<file path="src/rtl/line_buf_ctrl_pkg.sv">
// -----------------------------------------------------------------------------
// line_buf_ctrl_pkg
//
// Shared constants and types for the ping-pong line-buffer sequencer.
//   - Default geometry of the 256x16 frame-buffer RAM and the line length.
//   - BANK_BITS: the RAM address MSB(s) that select the bank.
//   - line_tag_t: the start/end-of-line tag that travels with every pixel.
//     An output-buffer entry is laid out as {sol, eol, data}, i.e.
//     {line_tag_t, data}.
// -----------------------------------------------------------------------------
package line_buf_ctrl_pkg;

    localparam int DEF_ADDR_WIDTH = 8;
    localparam int DEF_DATA_WIDTH = 16;
    localparam int DEF_LINE_LEN   = 128;

    localparam int BANK_BITS  = 1;
    localparam int OBUF_DEPTH = 2;

    typedef struct packed {
        logic sol;
        logic eol;
    } line_tag_t;

    localparam int TAG_BITS = $bits(line_tag_t);

    // Tag for the word at position 'first'/'last' within its line.
    function automatic line_tag_t make_tag(input logic first, input logic last);
        line_tag_t t;
        t.sol = first;
        t.eol = last;
        return t;
    endfunction

endpackage

</file>
<file path="src/rtl/lbc_out_buf.sv">
// -----------------------------------------------------------------------------
// lbc_out_buf
//
// Two-entry output FIFO that absorbs the RAM's one-cycle read latency so the
// read stream can run at one word per cycle under valid/ready flow control.
// Each entry is {sol, eol, data}.
//
// Ports:
//   clk        in   clock
//   rst        in   synchronous active-high reset (empties the FIFO)
//   push       in   write push_data/push_tag this cycle
//   push_data  in   RAM word captured from the read port
//   push_tag   in   start/end-of-line tag for that word
//   pop        in   consumer took the head entry this cycle
//   occupancy  out  number of valid entries, 0..2
//   head_data  out  data of the oldest entry
//   head_tag   out  tag of the oldest entry
// -----------------------------------------------------------------------------
module lbc_out_buf
    import line_buf_ctrl_pkg::*;
#(
    parameter int DATA_WIDTH = DEF_DATA_WIDTH
) (
    input  logic                  clk,
    input  logic                  rst,
    input  logic                  push,
    input  logic [DATA_WIDTH-1:0] push_data,
    input  line_tag_t             push_tag,
    input  logic                  pop,
    output logic [1:0]            occupancy,
    output logic [DATA_WIDTH-1:0] head_data,
    output line_tag_t             head_tag
);

    typedef struct packed {
        line_tag_t             tag;
        logic [DATA_WIDTH-1:0] data;
    } entry_t;

    entry_t mem [OBUF_DEPTH];
    logic   wr_ptr;
    logic   rd_ptr;
    logic   do_push;
    logic   do_pop;

    // Guards keep the pointers coherent even if a caller misbehaves; the top
    // never pushes into a full buffer unless it pops in the same cycle.
    assign do_pop  = pop && (occupancy != 2'd0);
    assign do_push = push && ((occupancy != 2'd2) || do_pop);

    // NOTE: storage carries no reset; occupancy alone decides what is valid,
    // so clearing the data words would only add reset fan-out.
    always_ff @(posedge clk) begin
        if (do_push) begin
            mem[wr_ptr] <= '{tag: push_tag, data: push_data};
        end
    end

    // NOTE: sequential state uses non-blocking assignments so every flop
    // samples the pre-edge values regardless of statement order.
    always_ff @(posedge clk) begin
        if (rst) begin
            wr_ptr    <= 1'b0;
            rd_ptr    <= 1'b0;
            occupancy <= 2'd0;
        end else begin
            if (do_push) wr_ptr <= ~wr_ptr;
            if (do_pop)  rd_ptr <= ~rd_ptr;
            case ({do_push, do_pop})
                2'b10:   occupancy <= occupancy + 2'd1;
                2'b01:   occupancy <= occupancy - 2'd1;
                default: occupancy <= occupancy;
            endcase
        end
    end

    assign head_data = mem[rd_ptr].data;
    assign head_tag  = mem[rd_ptr].tag;

endmodule

</file>
<file path="src/rtl/line_buf_ctrl.sv">
// -----------------------------------------------------------------------------
// line_buf_ctrl
//
// Ping-pong line-buffer sequencer for a pseudo-dual-port frame-buffer RAM.
// The RAM is split into two banks of LINE_LEN words (bank = address MSB).
// A producer fills one bank through a valid/ready write stream while the
// consumer drains the other bank through a valid/ready read stream; banks
// swap automatically when a line completes on either side. A 2-entry output
// buffer hides the RAM's registered read latency.
//
// Optional build: define LINE_BUF_CTRL_STATUS_EN to add
//   fill_level  out 2  number of full banks
//   overflow    out 1  sticky: wr_valid seen while wr_ready low (cleared by rst)
//
// Ports:
//   clk           in   single clock for all logic and both RAM ports
//   rst           in   synchronous, active-high reset
//   wr_valid      in   producer word valid
//   wr_data       in   producer word
//   wr_ready      out  controller can accept a word
//   rd_valid      out  output word valid
//   rd_data       out  output word
//   rd_sol        out  rd_data is word 0 of a line
//   rd_eol        out  rd_data is word LINE_LEN-1 of a line
//   rd_ready      in   consumer accepts the word
//   ram_din       out  RAM write data
//   ram_write_en  out  RAM write strobe
//   ram_waddr     out  RAM write address
//   ram_raddr     out  RAM read address
//   ram_dout      in   RAM registered read data, valid 1 cycle after ram_raddr
// -----------------------------------------------------------------------------
module line_buf_ctrl
    import line_buf_ctrl_pkg::*;
#(
    parameter int ADDR_WIDTH = DEF_ADDR_WIDTH,
    parameter int DATA_WIDTH = DEF_DATA_WIDTH,
    parameter int LINE_LEN   = DEF_LINE_LEN
) (
    input  logic                  clk,
    input  logic                  rst,
    input  logic                  wr_valid,
    input  logic [DATA_WIDTH-1:0] wr_data,
    output logic                  wr_ready,
    output logic                  rd_valid,
    output logic [DATA_WIDTH-1:0] rd_data,
    output logic                  rd_sol,
    output logic                  rd_eol,
    input  logic                  rd_ready,
    output logic [DATA_WIDTH-1:0] ram_din,
    output logic                  ram_write_en,
    output logic [ADDR_WIDTH-1:0] ram_waddr,
    output logic [ADDR_WIDTH-1:0] ram_raddr,
    input  logic [DATA_WIDTH-1:0] ram_dout
`ifdef LINE_BUF_CTRL_STATUS_EN
    ,
    output logic [1:0]            fill_level,
    output logic                  overflow
`endif
);

    // A line must fit in one bank (half the RAM) and hold at least one word.
    if (ADDR_WIDTH < 2 || LINE_LEN < 1 || LINE_LEN > (1 << (ADDR_WIDTH - BANK_BITS))) begin : g_bad_params
        $error("line_buf_ctrl: LINE_LEN must be in 1..2**(ADDR_WIDTH-1)");
    end

    localparam int CNT_W = ADDR_WIDTH - BANK_BITS;
    localparam logic [CNT_W-1:0] LAST_IDX = CNT_W'(LINE_LEN - 1);

    // -------------------------------------------------------------------------
    // State
    // -------------------------------------------------------------------------
    logic [1:0]       bank_full;
    logic             wr_bank;
    logic             rd_bank;
    logic [CNT_W-1:0] wr_cnt;
    logic [CNT_W-1:0] rd_cnt;
    logic             inflight;      // a RAM read was issued last cycle
    line_tag_t        inflight_tag;  // tag travelling with that read

    // -------------------------------------------------------------------------
    // Handshake / control terms
    // -------------------------------------------------------------------------
    logic             wr_accept;
    logic             wr_last;
    logic             rd_issue;
    logic             rd_last;
    logic             pop;
    logic [2:0]       pending;
    logic [1:0]       bank_full_next;

    logic [1:0]            occupancy;
    logic [DATA_WIDTH-1:0] head_data;
    line_tag_t             head_tag;

    assign wr_ready  = !rst && !bank_full[wr_bank];
    assign wr_accept = wr_valid && wr_ready;
    assign wr_last   = wr_accept && (wr_cnt == LAST_IDX);

    assign rd_valid  = !rst && (occupancy != 2'd0);
    assign pop       = rd_valid && rd_ready;

    // Entries that will be buffered after this edge, before counting a new
    // issue. Issuing only while this is below 2 guarantees the returning word
    // always has a free slot next cycle.
    assign pending   = {1'b0, occupancy} + {2'b0, inflight} - {2'b0, pop};
    assign rd_issue  = !rst && bank_full[rd_bank] && (pending < 3'd2);
    assign rd_last   = rd_issue && (rd_cnt == LAST_IDX);

    // The writer only ever sets the bank it owns and the reader only ever
    // clears the bank it owns; the two are always different when both fire,
    // so both updates apply independently.
    // NOTE: every always_comb output gets a default first so no path leaves
    // it unassigned, which would infer a latch.
    always_comb begin
        bank_full_next = bank_full;
        if (wr_last) bank_full_next[wr_bank] = 1'b1;
        if (rd_last) bank_full_next[rd_bank] = 1'b0;
    end

    // -------------------------------------------------------------------------
    // Bank and pointer registers
    // -------------------------------------------------------------------------
    always_ff @(posedge clk) begin
        if (rst) begin
            bank_full    <= 2'b00;
            wr_bank      <= 1'b0;
            rd_bank      <= 1'b0;
            wr_cnt       <= '0;
            rd_cnt       <= '0;
            inflight     <= 1'b0;
            inflight_tag <= '0;
        end else begin
            bank_full <= bank_full_next;

            if (wr_accept) begin
                if (wr_last) begin
                    wr_cnt  <= '0;
                    wr_bank <= ~wr_bank;
                end else begin
                    wr_cnt  <= wr_cnt + 1'b1;
                end
            end

            if (rd_issue) begin
                if (rd_last) begin
                    rd_cnt  <= '0;
                    rd_bank <= ~rd_bank;
                end else begin
                    rd_cnt  <= rd_cnt + 1'b1;
                end
            end

            // Dropping inflight on reset discards any RAM word still in flight.
            inflight     <= rd_issue;
            inflight_tag <= make_tag(rd_cnt == '0, rd_cnt == LAST_IDX);
        end
    end

    // -------------------------------------------------------------------------
    // RAM port drive
    // -------------------------------------------------------------------------
    assign ram_write_en = wr_accept;
    assign ram_din      = wr_data;
    assign ram_waddr    = rst ? '0 : {wr_bank, wr_cnt};
    assign ram_raddr    = rst ? '0 : {rd_bank, rd_cnt};

    // -------------------------------------------------------------------------
    // Output buffer: RAM data returns one cycle after issue
    // -------------------------------------------------------------------------
    lbc_out_buf #(
        .DATA_WIDTH (DATA_WIDTH)
    ) u_out_buf (
        .clk       (clk),
        .rst       (rst),
        .push      (inflight),
        .push_data (ram_dout),
        .push_tag  (inflight_tag),
        .pop       (pop),
        .occupancy (occupancy),
        .head_data (head_data),
        .head_tag  (head_tag)
    );

    // Head fields are masked whenever nothing is valid so idle and reset
    // cycles present zeros rather than stale buffer contents.
    assign rd_data = rd_valid ? head_data : '0;
    assign rd_sol  = rd_valid && head_tag.sol;
    assign rd_eol  = rd_valid && head_tag.eol;

    // -------------------------------------------------------------------------
    // Optional status outputs
    // -------------------------------------------------------------------------
`ifdef LINE_BUF_CTRL_STATUS_EN
    assign fill_level = {1'b0, bank_full[0]} + {1'b0, bank_full[1]};

    always_ff @(posedge clk) begin
        if (rst) begin
            overflow <= 1'b0;
        end else if (wr_valid && !wr_ready) begin
            overflow <= 1'b1;
        end
    end
`endif

endmodule

</file>
<file path="config.mk">
export PLATFORM = sky130hd
export DESIGN_NAME = line_buf_ctrl
export DESIGN_NICKNAME = d
export VERILOG_FILES = /design/src/rtl/line_buf_ctrl_pkg.sv /design/src/rtl/lbc_out_buf.sv /design/src/rtl/line_buf_ctrl.sv
export SDC_FILE = /design/constraint.sdc
export NUM_CORES = 1
export LEC_CHECK = 0
export ABC_AREA = 1
export CAP_MARGIN = 5
export CORE_MARGIN = 1
export CORE_UTILIZATION = 57
export DETAILED_ROUTE_END_ITERATION = 8
export DONT_BUFFER_PORTS = 1
export GPL_TIMING_DRIVEN = 0
export PLACE_DENSITY_LB_ADDON = 0.2
export SLEW_MARGIN = 20
export SYNTH_ARGS = -nofsm -noshare
export SYNTH_HDL_FRONTEND = slang
export SYNTH_SLANG_ARGS = --single-unit
export TNS_END_PERCENT = 100
</file>
<file path="constraint.sdc">
create_clock -name clk -period 2.2 [get_ports clk]
set_clock_uncertainty 0.1 [all_clocks]
set_input_delay 0.44 -clock clk [delete_from_list [all_inputs] [get_ports clk]]
set_output_delay 0.44 -clock clk [all_outputs]
set_load 0.005 [all_outputs]
</file>
Word-level counts from Yosys, hierarchy flattened
Memory sizes are Yosys's and may differ from the RTL's. A register that Yosys moved wholly into a read port is not among the register bits.
Index checks and enable logic that the tools add are counted.
{"block": "op_classes", "n_addsub": 6, "magnitude_cmp": 5, "n_eq_ne": 5, "mux": 20, "bitwise": 7, "n_reduce_logical": 22}
{"cell": "$mux W16", "n": 1}
{"cell": "$mux W8", "n": 2}
{"cell": "$add A7 B1 Y7 const B", "n": 2}
{"cell": "$eq A7 B7 Y1 const B", "n": 2}
{"cell": "$logic_and A1 B1 Y1", "n": 14}
{"cell": "$mux W7", "n": 2}
{"cell": "$mux W1", "n": 10}
{"cell": "$logic_not A7 Y1", "n": 1}
{"cell": "$lt A1 B2 Y1 const B", "n": 2}
{"cell": "$mux W2", "n": 2}
{"cell": "$not A1 Y1", "n": 4}
{"cell": "$pmux W2 S2", "n": 1}
{"cell": "$reduce_and A2 Y1", "n": 2}
{"cell": "$reduce_bool A2 Y1", "n": 2}
{"cell": "$add A2 B1 Y3", "n": 1}
{"cell": "$lt A3 B2 Y1 const B", "n": 1}
{"cell": "$sub A3 B1 Y3", "n": 1}
{"cell": "$add A2 B1 Y2 const B", "n": 1}
{"cell": "$and A2 B2 Y2", "n": 1}
{"cell": "$demux W1 S1", "n": 2}
{"cell": "$eq A2 B1 Y1 const B", "n": 1}
{"cell": "$eq A2 B2 Y1 const B", "n": 1}
{"cell": "$ge A1 B1 Y1 const B", "n": 2}
{"cell": "$logic_not A1 Y1", "n": 2}
{"cell": "other kinds (5)", "n": 5}
{"block": "word_totals", "register_bits": 25, "ramBits": 36, "inputBits": 36, "output_inout_bits": 53, "wordCells": 77, "mem_count": 1}
{"memory": "u_out_buf.mem", "words": 2, "word_bits": 18, "read_ports": 1, "rd_clocked_by_memory_dff": 1, "wr": 1, "line_no": "lbc_out_buf.sv:40", "text": "entry_t mem [OBUF_DEPTH];"}

Depth between registers and ports, before layout
{"block": "logic_depth", "word_depth": 9, "ltp_mapped": 17, "depth_no_buf": 16}

Modules after synthesis
Synthesis repeated with hierarchy kept, for this count alone.
{"block": "unflattened", "cells_unflattened": 336, "area_unflattened_um2": 3133.0}
{"module": "line_buf_ctrl", "instances": 1, "cells_each": 243, "area_each_um2": 1570.3}
{"module": "lbc_out_buf", "instances": 1, "cells_each": 93, "area_each_um2": 1562.7}

Least setup slack after synthesis
No wires, ideal clock.
{"block": "synth_path", "path_type": "reg-to-reg", "from": "register u_out_buf.occupancy[1]", "to": "register rd_cnt[2]", "arrival_time_ns": 2.067, "setup_slack_ns": -0.082, "path_stages_with_launch": 14, "n_path_buf": 1, "path_cell_list": "dfxtp_1 -> nor2_1 -> nor2_1 -> nand2_1 -> inv_1 -> ha_1 -> inv_1 -> nand2_1 -> fa_1 -> nand3_2 -> nor2_4 -> buf_6 -> nand3_1 -> and3_1"}
{"block": "synth_between", "elab_chain_len": 8, "word_cells_on_any_way": 9, "classes_between": "add/sub (2); order compare (1); mux (1); reduce/logical (5)"}
{"item": "start: declaration", "line_no": "lbc_out_buf.sv:30", "text": "output logic [1:0] occupancy,"}
{"item": "start signal: assignment", "line_no": "lbc_out_buf.sv:70", "text": "2'b10: occupancy <= occupancy + 2'd1;"}
{"item": "start signal: assignment", "line_no": "lbc_out_buf.sv:71", "text": "2'b01: occupancy <= occupancy - 2'd1;"}
{"item": "start signal: assignment", "line_no": "lbc_out_buf.sv:72", "text": "default: occupancy <= occupancy;"}
{"item": "branches (longest 3 deep; another with $add A2 B1 Y3)"}
{"item": "$sub A3 B1 Y3 *", "line_no": "line_buf_ctrl.sv:105", "text": "assign pending = {1'b0, occupancy} + {2'b0, inflight} - {2'b0, pop};"}
{"item": "$lt A3 B2 Y1 *", "line_no": "line_buf_ctrl.sv:106", "text": "assign rd_issue = !rst && bank_full[rd_bank] && (pending < 3'd2);"}
{"item": "$logic_and A1 B1 Y1 *", "line_no": "line_buf_ctrl.sv:106"}
{"item": "$logic_and A1 B1 Y1", "line_no": "line_buf_ctrl.sv:107", "text": "assign rd_last = rd_issue && (rd_cnt == LAST_IDX);"}
{"item": "$mux W7", "line_no": "line_buf_ctrl.sv:145", "text": "if (rd_last) begin"}
{"item": "end signal: assignment", "line_no": "line_buf_ctrl.sv:149", "text": "rd_cnt <= rd_cnt + 1'b1;"}
{"item": "end: declaration", "line_no": "line_buf_ctrl.sv:76", "text": "logic [CNT_W-1:0] rd_cnt;"}
Mark *: on every way between the ends.
A chain may end at the register's enable or synchronous reset.

Final worst setup path
Ends and elaborated chain as after synthesis.

==> impl_metrics.csv <==
group,metric,value,unit
synth,syn_nets,352,
cells_and_area,syn_to_final_growth,12.5,%
timing,layout_setup_ws,-0.0655,ns
timing,hold_viol_final,0,
setup_path,worstSetupStartpointType,"flop",
setup_path,critPathMaxFanout,5,
grt,overflow,0,
setup_path,crit_arrival,2.39,ns
power_and_ir_drop,peakVddDrop,537,uV
drt,wl_met2,2680,um
die,die_area,5490,sq um
hold_path,min_to,"u_out_buf.mem[1][12]",
hold_path,holdPathStages,0,
status,status,"finished with violations",
synth,yosys_warnings,0,
grt,grt_max_degree,19,
timing,min_period,2.27,ns
clock_tree,cts_tree,"built",
timing,tightest_slew,0.718,ns
setup_path,cp-end-kind,"flop",
synth,synth.top_cell.area_share,36.5,%
clock_tree,cts_root_buf,"clkbuf_8",
power_and_ir_drop,p_leak,1.42,nW
grt,antenna_found_initial,0,
drt,met3WireLength,420,um
timing,fin_crit_sh,103,%
synth,postSynthAreaPerCell,9.56,sq um
drt,highest-signal-layer,"met4",
die,die_x,74.1,um
drt,m1WireLength,2290,um
placement,gp_congestion,0.898,
timing,setup_viol,7,
drt,wl,5500,um
synth,ys_seq_elements,62,
clock_tree,max-clock-path-buffers,2,
drt,route.detailed.drc,0,
cells_and_area,final_util,68.8,%
synth,netlist.top_cell.by_area,"edfxtp_1",
power_and_ir_drop,p_total,2.22,mW
drt,final_antenna_net_count,0,
drt,drtPass1Iterations,4,
clock_tree,cts_made_buffers,9,
synth,synthDistinctLibCells,31,
grt,first_global_vias,1964,
cells_and_area,final_cell_count_no_fill,397,
cells_and_area,nFillCells,392,
timing,max_freq,441,MHz
timing,slew_violations,0,
placement,io_buffers,0,
setup_path,reg2reg_depth,13,
hold_path,worstHoldStart,"ram_dout[12]",
synth,synth.area.top_cells,"edfxtp_1 36%, dfxtp_1 18%, nand2_1 7.0%, mux2_2 6.8%, inv_1 6.0%",
clock_tree,cts_sinks,62,
placement,dpl_worst_slack,-0.135,ns
placement,place_inst,378,
cells_and_area,nets,367,
die,initial_core_util,61.1,%
synth,synth_area,2960,sq um
drt,vias_per_cell,5.24,
drt,drt_first_iter_violations,125,
die,die_h,74.1,um
clock_tree,insertion_delay,0.33,ns
setup_path,critical_path_class,"reg2reg",
die,rows,25,
setup_path,timing.rr.start,"u_out_buf.occupancy[1]",
drt,wl_per_cell,13.9,um
clock_tree,htreeDepth,3,
status,violations,"negative setup slack",
setup_path,crit_required,2.32,ns
die,io_pins,89,
setup_path,r2r_slack,-0.07,ns
grt,track_usage,21.9,%
timing,maxSlewHeadroom,52.1,%
grt,grt_pass1_wl,8730,um
timing,rsz0062_at_grt,"true",
hold_path,hold_path.class,"in2reg",
flow_run,maxCapViolCount,0,
cells_and_area,diodes,0,
synth,ys_seq_area_share,54.0,%
placement,hpwl,3710,um
drt,vias,2081,
setup_path,r2r_end,"rd_cnt[2]",
clock_tree,path_clk_slew,0.06,ns
die,design.core.area,4850,sq um
power_and_ir_drop,powerDensity,665,nW/um^2
cells_and_area,layout-drive-gt1-share,27.0,%
synth,syn_inst,310,
==> synth_stat cells (all sizes together) <==
cell type,count
nand2,59
inv,51
nor2,39
edfxtp,36
dfxtp,26
buf,22
nand3,19
mux2,18
a21oi,13
o21ai,6
ha,5
nand4,3
xor2,3
a31oi,2
clkbuf,2
nor3,2
and3,1
fa,1
nor4,1
o31ai,1
==> critical path, cell delays in order (launching register included) <==
cell     delay (ns)
dfxtp_4        0.35
nor2_4         0.12
nor2_4         0.04
nand2_2        0.07
inv_2          0.04
ha_4           0.20
inv_2          0.04
nand2_2        0.04
fa_2           0.54
nand3_2        0.08
nor2_4         0.17
buf_6          0.14
nand3_2        0.06
and3_4         0.15
==> state kept, by name (all words and copies together), names as in the netlist, named ones only <==
register,count
inflight,1
rd_cnt,7
rd_bank,1
bank_full,2
u_out_buf.mem,36
u_out_buf.occupancy,2
wr_bank,1
u_out_buf.wr_ptr,1
inflight_tag,2
wr_cnt,7
u_out_buf.rd_ptr,1
==> worst max-delay path by stage <==
stage	startpoint	endpoint	depth (start not counted)
after floorplan	u_out_buf.occupancy[0]	rd_cnt[2]	13
after global placement	u_out_buf.occupancy[1]	u_out_buf.mem[0][14]	6
after detailed placement	u_out_buf.occupancy[1]	rd_cnt[2]	13
after CTS	u_out_buf.occupancy[1]	bank_full[1]	13
after global routing	u_out_buf.occupancy[1]	rd_cnt[2]	13
final	u_out_buf.occupancy[1]	rd_cnt[2]	13
==> metrics by stage <==
step                      hold WS (ns)  setup TNS (ns)  cell area (sq um)
final                            0.105          -0.164               3330
after global routing            0.0808           -1.27               3330
after CTS                       0.0914          -0.495               3320
after detailed placement         0.319          -0.957               3090
after global placement           0.307           -6.12               3070
after floorplan                  0.304         -0.0175               2990
==> final cells by class <==
cell class,instances,area (sq um),share of cell area (%)
Buffer,24,170,5.10
Sequential cell,62,1610,48.3
Clock buffer,11,131,3.94
Timing Repair Buffer,4,37.5,1.13
Inverter,51,191,5.74
Tap cell,67,83.8,2.51
Multi-Input combinational cell,173,1060,31.8
Clock inverter,5,50.0,1.50
==> cells by family after synthesis <==
kind of cell,after synthesis,synth area share (%)
multiplexers,18,6.84
flip-flops,62,54.0
AND/OR/NAND/NOR,124,19.5
buffers and inverters,75,12.1
adder cells (fa/ha/maj),6,2.79
AO/OA/AOI/OAI,22,3.88
XOR/XNOR,3,0.887
==> timing repair <==
item / CTS / global route
hold buffers: 0 / 0
buffers inserted: 2 / 0
pin swaps: 5 / 2
gates resized for setup: 9 / 4
cloned: 1 / 0
endpoints found under the setup margin: 10 / 12
==> power breakdown <==
part	internal (mW)	switching (mW)
clock network	0.514	0.405
registers	1.23	0.00413
logic	0.0302	0.0377
total	1.77	0.447
==> cell usage in the layout (no fill, tap or decap), drive strengths merged, types with 2 or more instances in the layout <==
cell / Yosys / final
mux2: 18 / 18
nand2: 59 / 59
a21oi: 13 / 13
edfxtp: 36 / 36
clkbuf: 2 / 13
nor3: 2 / 2
nand4: 3 / 3
nand3: 19 / 19
inv: 51 / 51
buf: 22 / 26
ha: 5 / 5
o21ai: 6 / 6
clkinv: 0 / 3
dfxtp: 26 / 26
a31oi: 2 / 2
xor2: 3 / 3
nor2: 39 / 39
==> metal layers <==
metal | vias to the layer above | GRT usage, %
met3 | 11 | 7.05
met5 | - | 0
met1 | 981 | 25.6
met4 | 0 | 12.2
li1 | 1011 | -
met2 | 78 | 35.6
(Power assumes the default switching activity.)
